## config.mk

```make
export PLATFORM = sky130hd
export DESIGN_NAME = mux_rr_arbiter_4x1_flat
export DESIGN_NICKNAME = d
export VERILOG_FILES = /design/src/rtl/mux_rr_arbiter_4x1_pkg.sv /design/src/rtl/mux_rr_arbiter_4x1_if.sv /design/src/rtl/mux_rr_arbiter_4x1_mux.sv /design/src/rtl/mux_rr_arbiter_4x1.sv /design/src/flat_wrapper.sv
export SDC_FILE = /design/constraint.sdc
export NUM_CORES = 1
export LEC_CHECK = 0
export BUFFER_PORTS_ARGS = -buffer_cell sky130_fd_sc_hd__buf_4
export CORE_AREA = 2 2 39 41
export CTS_BUF_LIST = sky130_fd_sc_hd__clkbuf_8
export DETAILED_ROUTE_END_ITERATION = 7
export DIE_AREA = 0 0 41 43
export PLACE_DENSITY_LB_ADDON = 0.15
export SLEW_MARGIN = 20
export SYNTH_ARGS = -nofsm -noshare
export SYNTH_HDL_FRONTEND = slang
export SYNTH_SLANG_ARGS = --single-unit
```

## constraint.sdc

```tcl
create_clock -name clk -period 2.3 [get_ports clk]
set_input_delay 0.345 -clock clk [delete_from_list [all_inputs] [get_ports clk]]
set_output_delay 0.345 -clock clk [all_outputs]
set_load 0.005 [all_outputs]
```

## src/rtl/mux_rr_arbiter_4x1_pkg.sv

```systemverilog
// Shared definitions for the round-robin 4:1 mux arbiter: state encoding,
// requester count and the rotating-priority pick.
package mux_rr_arbiter_4x1_pkg;

  localparam int NREQ = 4;

  typedef enum logic {
    ST_IDLE = 1'b0,
    ST_FULL = 1'b1
  } state_e;

  // First valid requester after `last`, wrapping 3->0; `last` itself has lowest priority.
  function automatic logic [1:0] rr_pick(input logic [NREQ-1:0] valid, input logic [1:0] last);
    logic [1:0] idx;
    rr_pick = last + 2'd1;
    for (int k = NREQ; k >= 1; k--) begin
      idx = last + 2'(k);
      if (valid[idx]) rr_pick = idx;
    end
  endfunction

endpackage

```

## src/rtl/mux_rr_arbiter_4x1_if.sv

```systemverilog
// Requester-side and consumer-side handshake bundle of the shared mux arbiter.
interface mux_rr_arbiter_4x1_if
  import mux_rr_arbiter_4x1_pkg::*;
#(
  parameter int N = 3
);
  logic [NREQ-1:0]   req_valid;
  logic [NREQ*N-1:0] req_data;
  logic [NREQ-1:0]   req_ready;
  logic              out_valid;
  logic [N-1:0]      out_data;
  logic [1:0]        out_src;
  logic              out_ready;

  modport master (
    output req_valid, req_data, out_ready,
    input  req_ready, out_valid, out_data, out_src
  );

  modport slave (
    input  req_valid, req_data, out_ready,
    output req_ready, out_valid, out_data, out_src
  );
endinterface

```

## src/rtl/mux_rr_arbiter_4x1_mux.sv

```systemverilog
// Team n-bit 4:1 data mux steered by a 2-bit select.
module mux_4x1_nbit #(
  parameter int n = 3
) (
  input  logic [n-1:0] w0,
  input  logic [n-1:0] w1,
  input  logic [n-1:0] w2,
  input  logic [n-1:0] w3,
  input  logic [1:0]   s,
  output logic [n-1:0] f
);
  always_comb begin
    // NOTE: assign a default first so no path through the block can infer a latch.
    f = '0;
    case (s)
      2'd0: f = w0;
      2'd1: f = w1;
      2'd2: f = w2;
      2'd3: f = w3;
      default: f = '0;
    endcase
  end
endmodule

```

## src/rtl/mux_rr_arbiter_4x1.sv

```systemverilog
// Round-robin arbiter with optional burst hold sharing one 4:1 mux,
// feeding a single output holding register.
module mux_rr_arbiter_4x1
  import mux_rr_arbiter_4x1_pkg::*;
#(
  parameter int N     = 3,
  parameter int BURST = 1
) (
  input  logic                clk,
  input  logic                rst,
  mux_rr_arbiter_4x1_if.slave bus
);
  localparam int             CW      = $clog2(BURST + 1);
  localparam logic [CW-1:0]  BURST_C = CW'(BURST);

  state_e          state_q, state_d;
  logic [1:0]      last_q;
  logic [CW-1:0]   cnt_q, cnt_d;
  logic [N-1:0]    data_q;
  logic [1:0]      src_q;
  logic [1:0]      winner;
  logic            acc_en, hold, accept;
  logic [NREQ-1:0] req_ready;
  logic [N-1:0]    mux_y;

  mux_4x1_nbit #(.n(N)) u_mux (
    .w0 (bus.req_data[0*N +: N]),
    .w1 (bus.req_data[1*N +: N]),
    .w2 (bus.req_data[2*N +: N]),
    .w3 (bus.req_data[3*N +: N]),
    .s  (winner),
    .f  (mux_y)
  );

  // Burst hold only while the owner still asks and has beats left in its budget.
  always_comb begin
    acc_en    = (state_q == ST_IDLE) | bus.out_ready;
    hold      = bus.req_valid[last_q] && (cnt_q != '0) && (cnt_q < BURST_C);
    winner    = hold ? last_q : rr_pick(bus.req_valid, last_q);
    accept    = acc_en & (|bus.req_valid) & ~rst;
    req_ready = '0;
    if (accept) req_ready[winner] = 1'b1;
    if (winner == last_q) cnt_d = (cnt_q == BURST_C) ? cnt_q : cnt_q + 1'b1;
    else                  cnt_d = CW'(1);
  end

  always_comb begin
    state_d = state_q;
    case (state_q)
      ST_IDLE: if (accept) state_d = ST_FULL;
      ST_FULL: if (bus.out_ready && !accept) state_d = ST_IDLE;
      default: state_d = ST_IDLE;
    endcase
  end

  always_ff @(posedge clk) begin
    // NOTE: non-blocking assignments so every register samples pre-edge values.
    if (rst) begin
      state_q <= ST_IDLE;
      last_q  <= 2'd3;
      cnt_q   <= '0;
      data_q  <= '0;
      src_q   <= '0;
    end else begin
      state_q <= state_d;
      if (accept) begin
        data_q <= mux_y;
        src_q  <= winner;
        last_q <= winner;
        cnt_q  <= cnt_d;
      end
    end
  end

  assign bus.req_ready = req_ready;
  assign bus.out_valid = (state_q == ST_FULL);
  assign bus.out_data  = data_q;
  assign bus.out_src   = src_q;

endmodule

```

## src/flat_wrapper.sv

```systemverilog
// flat-port wrapper written by rule: the top's interface ports become plain ports
module mux_rr_arbiter_4x1_flat import mux_rr_arbiter_4x1_pkg::*;
#(
  parameter int N     = 3,
  parameter int BURST = 1
)
  (clk, rst, bus_req_valid, bus_req_data, bus_out_ready, bus_req_ready, bus_out_valid, bus_out_data, bus_out_src);
  mux_rr_arbiter_4x1_if #(.N(N)) bus_i ();
  input  logic clk;
  input  logic rst;
  input wire logic [$bits(bus_i.req_valid)-1:0] bus_req_valid;
  input wire logic [$bits(bus_i.req_data)-1:0] bus_req_data;
  input wire logic [$bits(bus_i.out_ready)-1:0] bus_out_ready;
  output wire logic [$bits(bus_i.req_ready)-1:0] bus_req_ready;
  output wire logic [$bits(bus_i.out_valid)-1:0] bus_out_valid;
  output wire logic [$bits(bus_i.out_data)-1:0] bus_out_data;
  output wire logic [$bits(bus_i.out_src)-1:0] bus_out_src;
  assign bus_i.req_valid = bus_req_valid;
  assign bus_i.req_data = bus_req_data;
  assign bus_i.out_ready = bus_out_ready;
  assign bus_req_ready = bus_i.req_ready;
  assign bus_out_valid = bus_i.out_valid;
  assign bus_out_data = bus_i.out_data;
  assign bus_out_src = bus_i.out_src;
  mux_rr_arbiter_4x1 #(.N(N), .BURST(BURST)) u_core (.clk(clk), .rst(rst), .bus(bus_i));
endmodule
```

* After elaboration in Yosys (flattened, before gate mapping)
Index checks and enable logic that the tools add are counted.
W data, S select, Z words.
** Word-level totals
- Output and inout port bits :: 10
- Bits of input ports :: 19
- Logic and storage cells :: 54
- Bits in registers :: 9
** Operators by class
- $lt $le $gt $ge :: 7
- Reductions and logical operators :: 7
- Mux-type cells :: 22
- Eq/ne operators :: 4
- Bitwise operators :: 5
- $add $sub $neg :: 4
** Operators with widths (count)
- $lt A2 B3 Y1 const B :: 5
- $pmux W3 S4 :: 1
- $mux W2 :: 5
- $mux W1 :: 9
- $bmux W1 S2 :: 4
- $add A2 B2 Y2 const B :: 2
- $eq A2 B2 Y1 const B :: 2
- $logic_and A1 B1 Y1 :: 4
- $mux W4 :: 1
- $reduce_or A4 Y1 :: 1
- $add A2 B1 Y2 const B :: 1
- $and A1 B1 Y1 :: 2
- $demux W1 S2 :: 1
- $eq A2 B1 Y1 const B :: 1
- $eq A2 B2 Y1 :: 1
- $ge A2 B1 Y1 const B :: 1
- $logic_not A2 Y1 :: 1
- $not A1 Y1 :: 2
- $pmux W1 S2 :: 1
- $add A1 B1 Y1 const B :: 1
- $logic_not A1 Y1 :: 1
- $lt A1 B1 Y1 const B :: 1
- $or A1 B1 Y1 :: 1

* Depth between registers and ports, before layout
- Word-level depth :: 12
- Gate-level depth with buffers :: 6
- Gate-level depth less buffers :: 5

* Modules after synthesis
From an unflattened synthesis, not the netlist that was laid out.
** Unflattened totals
- Cell total of the unflattened synthesis :: 61
- Area, all modules :: 543.0 sq um
** By module, submodules not included
- mux_rr_arbiter_4x1 :: area each 464.2 sq um, seq. area each 160.2 sq um, instances 1, cells each 58
- mux_4x1_nbit :: area each 78.8 sq um, seq. area each 0.0 sq um, instances 1, cells each 3

* Worst setup path before layout
Ideal clock, no wire load.
- Path kind :: input -> register
- From :: input bus_req_valid[1]
- To :: register u_core.data_q[1] (netlist: u_core.bus.out_data[1])
- Data required time :: 2178 ps
- Data arrival time :: 1734 ps
- Slack :: 445 ps
- Path buffers :: 1
- Library setup time :: 122 ps
- Stages on the path :: 6
- Cell sequence :: or2_2 a22oi_1 and3_1 buf_6 mux2_4 a221o_1
** On the way
- Word-level cells in the longest chain between the ends :: 9
- Elaborated cells on any way between the ends :: 23
- Those cells by class :: eq/ne: 3; mux: 14; bitwise: 2; reduce/logical: 4
** RTL lines
- start: declaration :: line flat_wrapper.sv:11 : input wire logic [$bits(bus_i.req_valid)-1:0] bus_req_valid;
- $bmux W1 S2 :: line mux_rr_arbiter_4x1_pkg.sv:18, mux_rr_arbiter_4x1.sv:38
- $mux W1 (implied by the code) :: line mux_rr_arbiter_4x1_pkg.sv:18, mux_rr_arbiter_4x1.sv:38
- $mux W2 (4 in series) :: line mux_rr_arbiter_4x1_pkg.sv:18 : if (valid[idx]) rr_pick = idx;
- $mux W2 :: line mux_rr_arbiter_4x1.sv:39 : winner = hold ? last_q : rr_pick(bus.req_valid, last_q);
- $eq A2 B2 Y1, or another cell as far along :: line mux_rr_arbiter_4x1_mux.sv:15 : case (s)
- $pmux W3 S4 :: line mux_rr_arbiter_4x1_mux.sv:15
- end signal: assignment :: line mux_rr_arbiter_4x1.sv:67 : data_q <= mux_y;
- end: declaration :: line mux_rr_arbiter_4x1.sv:19 : logic [N-1:0] data_q;
Parallel ways exist; a longest one is shown, timed or not. The select of a mux whose other input is x is not followed.
A chain may end at the register's enable or synchronous reset.

* Worst setup path in the final report
- From :: register u_core.last_q[1]
- To :: output bus_req_ready[1]
** On the way
- Word-level cells in the longest chain between the ends :: 12
- Elaborated cells on any way between the ends :: 24
- Those cells by class :: add/sub: 3; order compare: 2; mux: 16; reduce/logical: 3
** RTL lines
- start: declaration :: line mux_rr_arbiter_4x1.sv:17 : logic [1:0] last_q;
- start signal: assignment :: line mux_rr_arbiter_4x1.sv:69 : last_q <= winner;
- $add A2 B2 Y2 / $bmux W1 S2 (equally long branches) :: line mux_rr_arbiter_4x1_pkg.sv:17, mux_rr_arbiter_4x1_pkg.sv:18, mux_rr_arbiter_4x1.sv:38
- $bmux W1 S2 / $mux W1 (equally long branches) :: line mux_rr_arbiter_4x1_pkg.sv:18, mux_rr_arbiter_4x1.sv:38
- $mux W1 (implied by the code) / $mux W2 (equally long branches) :: line mux_rr_arbiter_4x1_pkg.sv:18
- $mux W2 (3 in series) :: line mux_rr_arbiter_4x1_pkg.sv:18
- $mux W2 (*) :: line mux_rr_arbiter_4x1.sv:39
- $lt A2 B3 Y1 (implied by the code) / $ge A2 B1 Y1 (equally long branches) :: line mux_rr_arbiter_4x1.sv:42 : if (accept) req_ready[winner] = 1'b1;
- $logic_and A1 B1 Y1 (implied by the code) :: line mux_rr_arbiter_4x1.sv:42
- $mux W1 (implied by the code) :: line mux_rr_arbiter_4x1.sv:42
- $demux W1 S2 (*)
- $mux W4 (*) :: line mux_rr_arbiter_4x1.sv:42
- end: declaration :: line flat_wrapper.sv:14 : output wire logic [$bits(bus_i.req_ready)-1:0] bus_req_ready;
Every way passes the cells marked *; elsewhere a longest branch is shown, timed or not. The select of a mux whose other input is x is not followed.

==> reports/results.ini <==
[timing]
min_period_ps=2130
skew_ps=3.40
tightestPinTransition_ps=658
setup_viol=0
hold_viol=0
rsz0062_at_grt=false
fin_crit_sh=0.926
tns_ps=0
slew_headroom=0.560
maxSlewViolCount=0
fmax_mhz=470
hold_slack_ps=338

[place]
dp_hpwl_um=1000
place.gp.congestion=0.694
dpl_cell_area_um2=764
port_buffers=28

[routing]
wl_um=1260
drc=0
drtIter0Drc=5
antenna_left=0
routedWlPerCell_um=11.8
vias=545
first_pass_iters=2
drt-vias-per-instance=5.09

[floorplan]
die_h_um=43
die_x_um=41
start_util=0.392
dieArea_um2=1760
core_um2=1380
ios=29
rows=14

[status]
status=finished, final reports clean

[finish]
areaGrowthSynthToFinish_pct=50.1
num_antenna_cells=0
finish.utilization=0.588
fin_nets=112
drive_gt1_frac=0.495
stdcell_area_um2=813

[worst_hold_path]
min_from=rst
hold_path_end=u_core.bus.out_valid$_SDFF_PP0_
min_delay_path_depth=2
worstHoldPathType=in2reg

[critical_path]
cpMaxStageDelayCell=dfxtp_1
cp_top_family=simple AND/OR/NAND/NOR gates
path_class=reg2out
worstPathRequired_ps=1960
critPathMaxFanout=7
cp.arrival_ps=1780
path_cells=and2b_1, o21bai_1, and3_2, buf_4, nor4_2, buf_4
cp-start-kind=register
cp-end-kind=primary output
r2r_end=u_core.bus.out_data[0]$_SDFFE_PP0P_
regToRegStartpoint=u_core.last_q[1]$_SDFFE_PP1P_
reg2reg_depth=5
crit_path_max_incr_delay_ps=360
cpMostUsedCell=buf_4
path_buf_inv=2
reg2reg_slack_ps=430

[synth]
yosysSeqAreaShare=0.296
syn_area_um2=542
synthCells=60
syn-num-nets=79
yosysWarningCount=0
synth.avg_cell_area_um2=9.03
synth_cell_types=28
ys_seq_elements=8

[clocking]
cts_sinks=8
htreeDepth=1
clkLatencyLatePin_ps=230
clockBufferDepth=2
cts_root_buf=clkbuf_8
cts_tree=done
holdBufCountCts=0
path_clk_slew_ps=40
numCtsBuffers=3

[global_route]
antenna_found_initial=0
grt_max_degree=13
grt_first_pass_wirelength_um=2100
grt_use_total=0.172
grt_overflow_total=0
grt_pass1_vias=486

[power_and_ir_drop]
leakage_nw=0.393
ir_drop_mv=0.388
pwr_density_cell_nw_per_um2=666

[flow_run]
cap_viol_max_count=0

==> metal layers <==
layer / global-route usage / routed length, um / up-vias
li1: - / - / 288
met1: 0.231 / 546 / 237
met2: 0.256 / 619 / 20
met3: 0.0785 / 93 / 0
met4: 0.0200 / 0 / 0
met5: 0 / 0 / -
==> through the flow <==
stage | worst slack, ps | total power [mW] | cells
2_1_floorplan | 445 | 0.300 | 60
4_1_cts | 54.7 | 0.546 | 107
3_3_place_gp | 149 | 0.377 | 104
5_1_grt | 39.3 | 0.580 | 107
6_report | 171 | 0.541 | 107
3_5_place_dp | 119 | 0.378 | 104
==> repair_timing <==
action                     in CTS  in global routing
buffers inserted                0                  0
setup endpoints to repair       0                  2
gates resized for setup         0                  2
==> cells in the final DEF (no fill, tap or decap), drive strengths merged, types with 4 or more instances in the layout <==
master,netlist,layout
buf,2,30
dfxtp,8,8
mux2,6,6
nor2,5,5
o21ai,4,4
==> cells in the mapped netlist <==
library cell | instances | area [um2]
nand2b_1 | 1 | 6.26
buf_6 | 2 | 22.5
a21oi_1 | 3 | 15.0
inv_1 | 3 | 11.3
nand3_1 | 1 | 5.00
and2_1 | 1 | 6.26
o21ai_1 | 1 | 5.00
mux2_2 | 3 | 33.8
nor4_1 | 2 | 12.5
a22oi_1 | 1 | 7.51
xnor2_1 | 1 | 8.76
nor4_2 | 1 | 12.5
o21ai_0 | 3 | 15.0
a211oi_1 | 1 | 7.51
o21bai_1 | 1 | 7.51
or2_2 | 1 | 6.26
nand2_1 | 1 | 3.75
nor2_1 | 5 | 18.8
dfxtp_1 | 8 | 160
mux2_4 | 3 | 45.0
and3_2 | 1 | 7.51
a221oi_2 | 1 | 15.0
nor3_1 | 3 | 15.0
a221o_1 | 3 | 30.0
nor3b_1 | 3 | 22.5
o22ai_1 | 1 | 6.26
and3_1 | 2 | 12.5
and2b_1 | 3 | 22.5
==> logic make-up (layout without fill, tap and decap cells) <==
family / after synthesis / in the layout / synth area share
AOI/OAI and AO/OA: 15 / 15 / 0.201
xor gates and xnor gates: 1 / 1 / 0.0162
buffers and inverters: 5 / 36 / 0.0624
DFF: 8 / 8 / 0.296
muxes: 6 / 6 / 0.145
and+or+nand+nor: 25 / 25 / 0.279
==> layout make-up <==
cell class / count / area (um2)
inverter: 3 / 11.3
sequential: 8 / 160
clock buffer: 3 / 41.3
multi-input combinational: 47 / 355
timing repair buffer: 30 / 225
fill: 140 / 571
tap: 16 / 20.0
==> how the worst max path moves through the flow <==
stage / depth (start not counted) / slack, ps / start / to
2_1_floorplan: 6 / 440 / bus_req_valid[1] / u_core.bus.out_data[1]$_SDFFE_PP0P_
3_3_place_gp: 7 / 150 / bus_req_valid[1] / bus_req_ready[2]
3_5_place_dp: 7 / 120 / bus_req_valid[1] / bus_req_ready[2]
4_1_cts: 6 / 50 / u_core.last_q[1]$_SDFFE_PP1P_ / bus_req_ready[1]
5_1_grt: 6 / 40 / u_core.last_q[1]$_SDFFE_PP1P_ / bus_req_ready[1]
6_report: 6 / 170 / u_core.last_q[1]$_SDFFE_PP1P_ / bus_req_ready[1]
==> power by group <==
group | total [mW] | internal, mW | switching (mW)
registers | 0.178 | 0.162 | 0.0164
clock network | 0.165 | 0.113 | 0.0515
logic | 0.198 | 0.119 | 0.0791
total | 0.541 | 0.394 | 0.147
==> flip-flops by register name (all words and copies together) (netlist names) <==
name,cells
u_core.bus.out_valid,1
u_core.bus.out_src,2
u_core.bus.out_data,3
u_core.last_q,2
No activity file was read; power rests on OpenSTA's default activity.
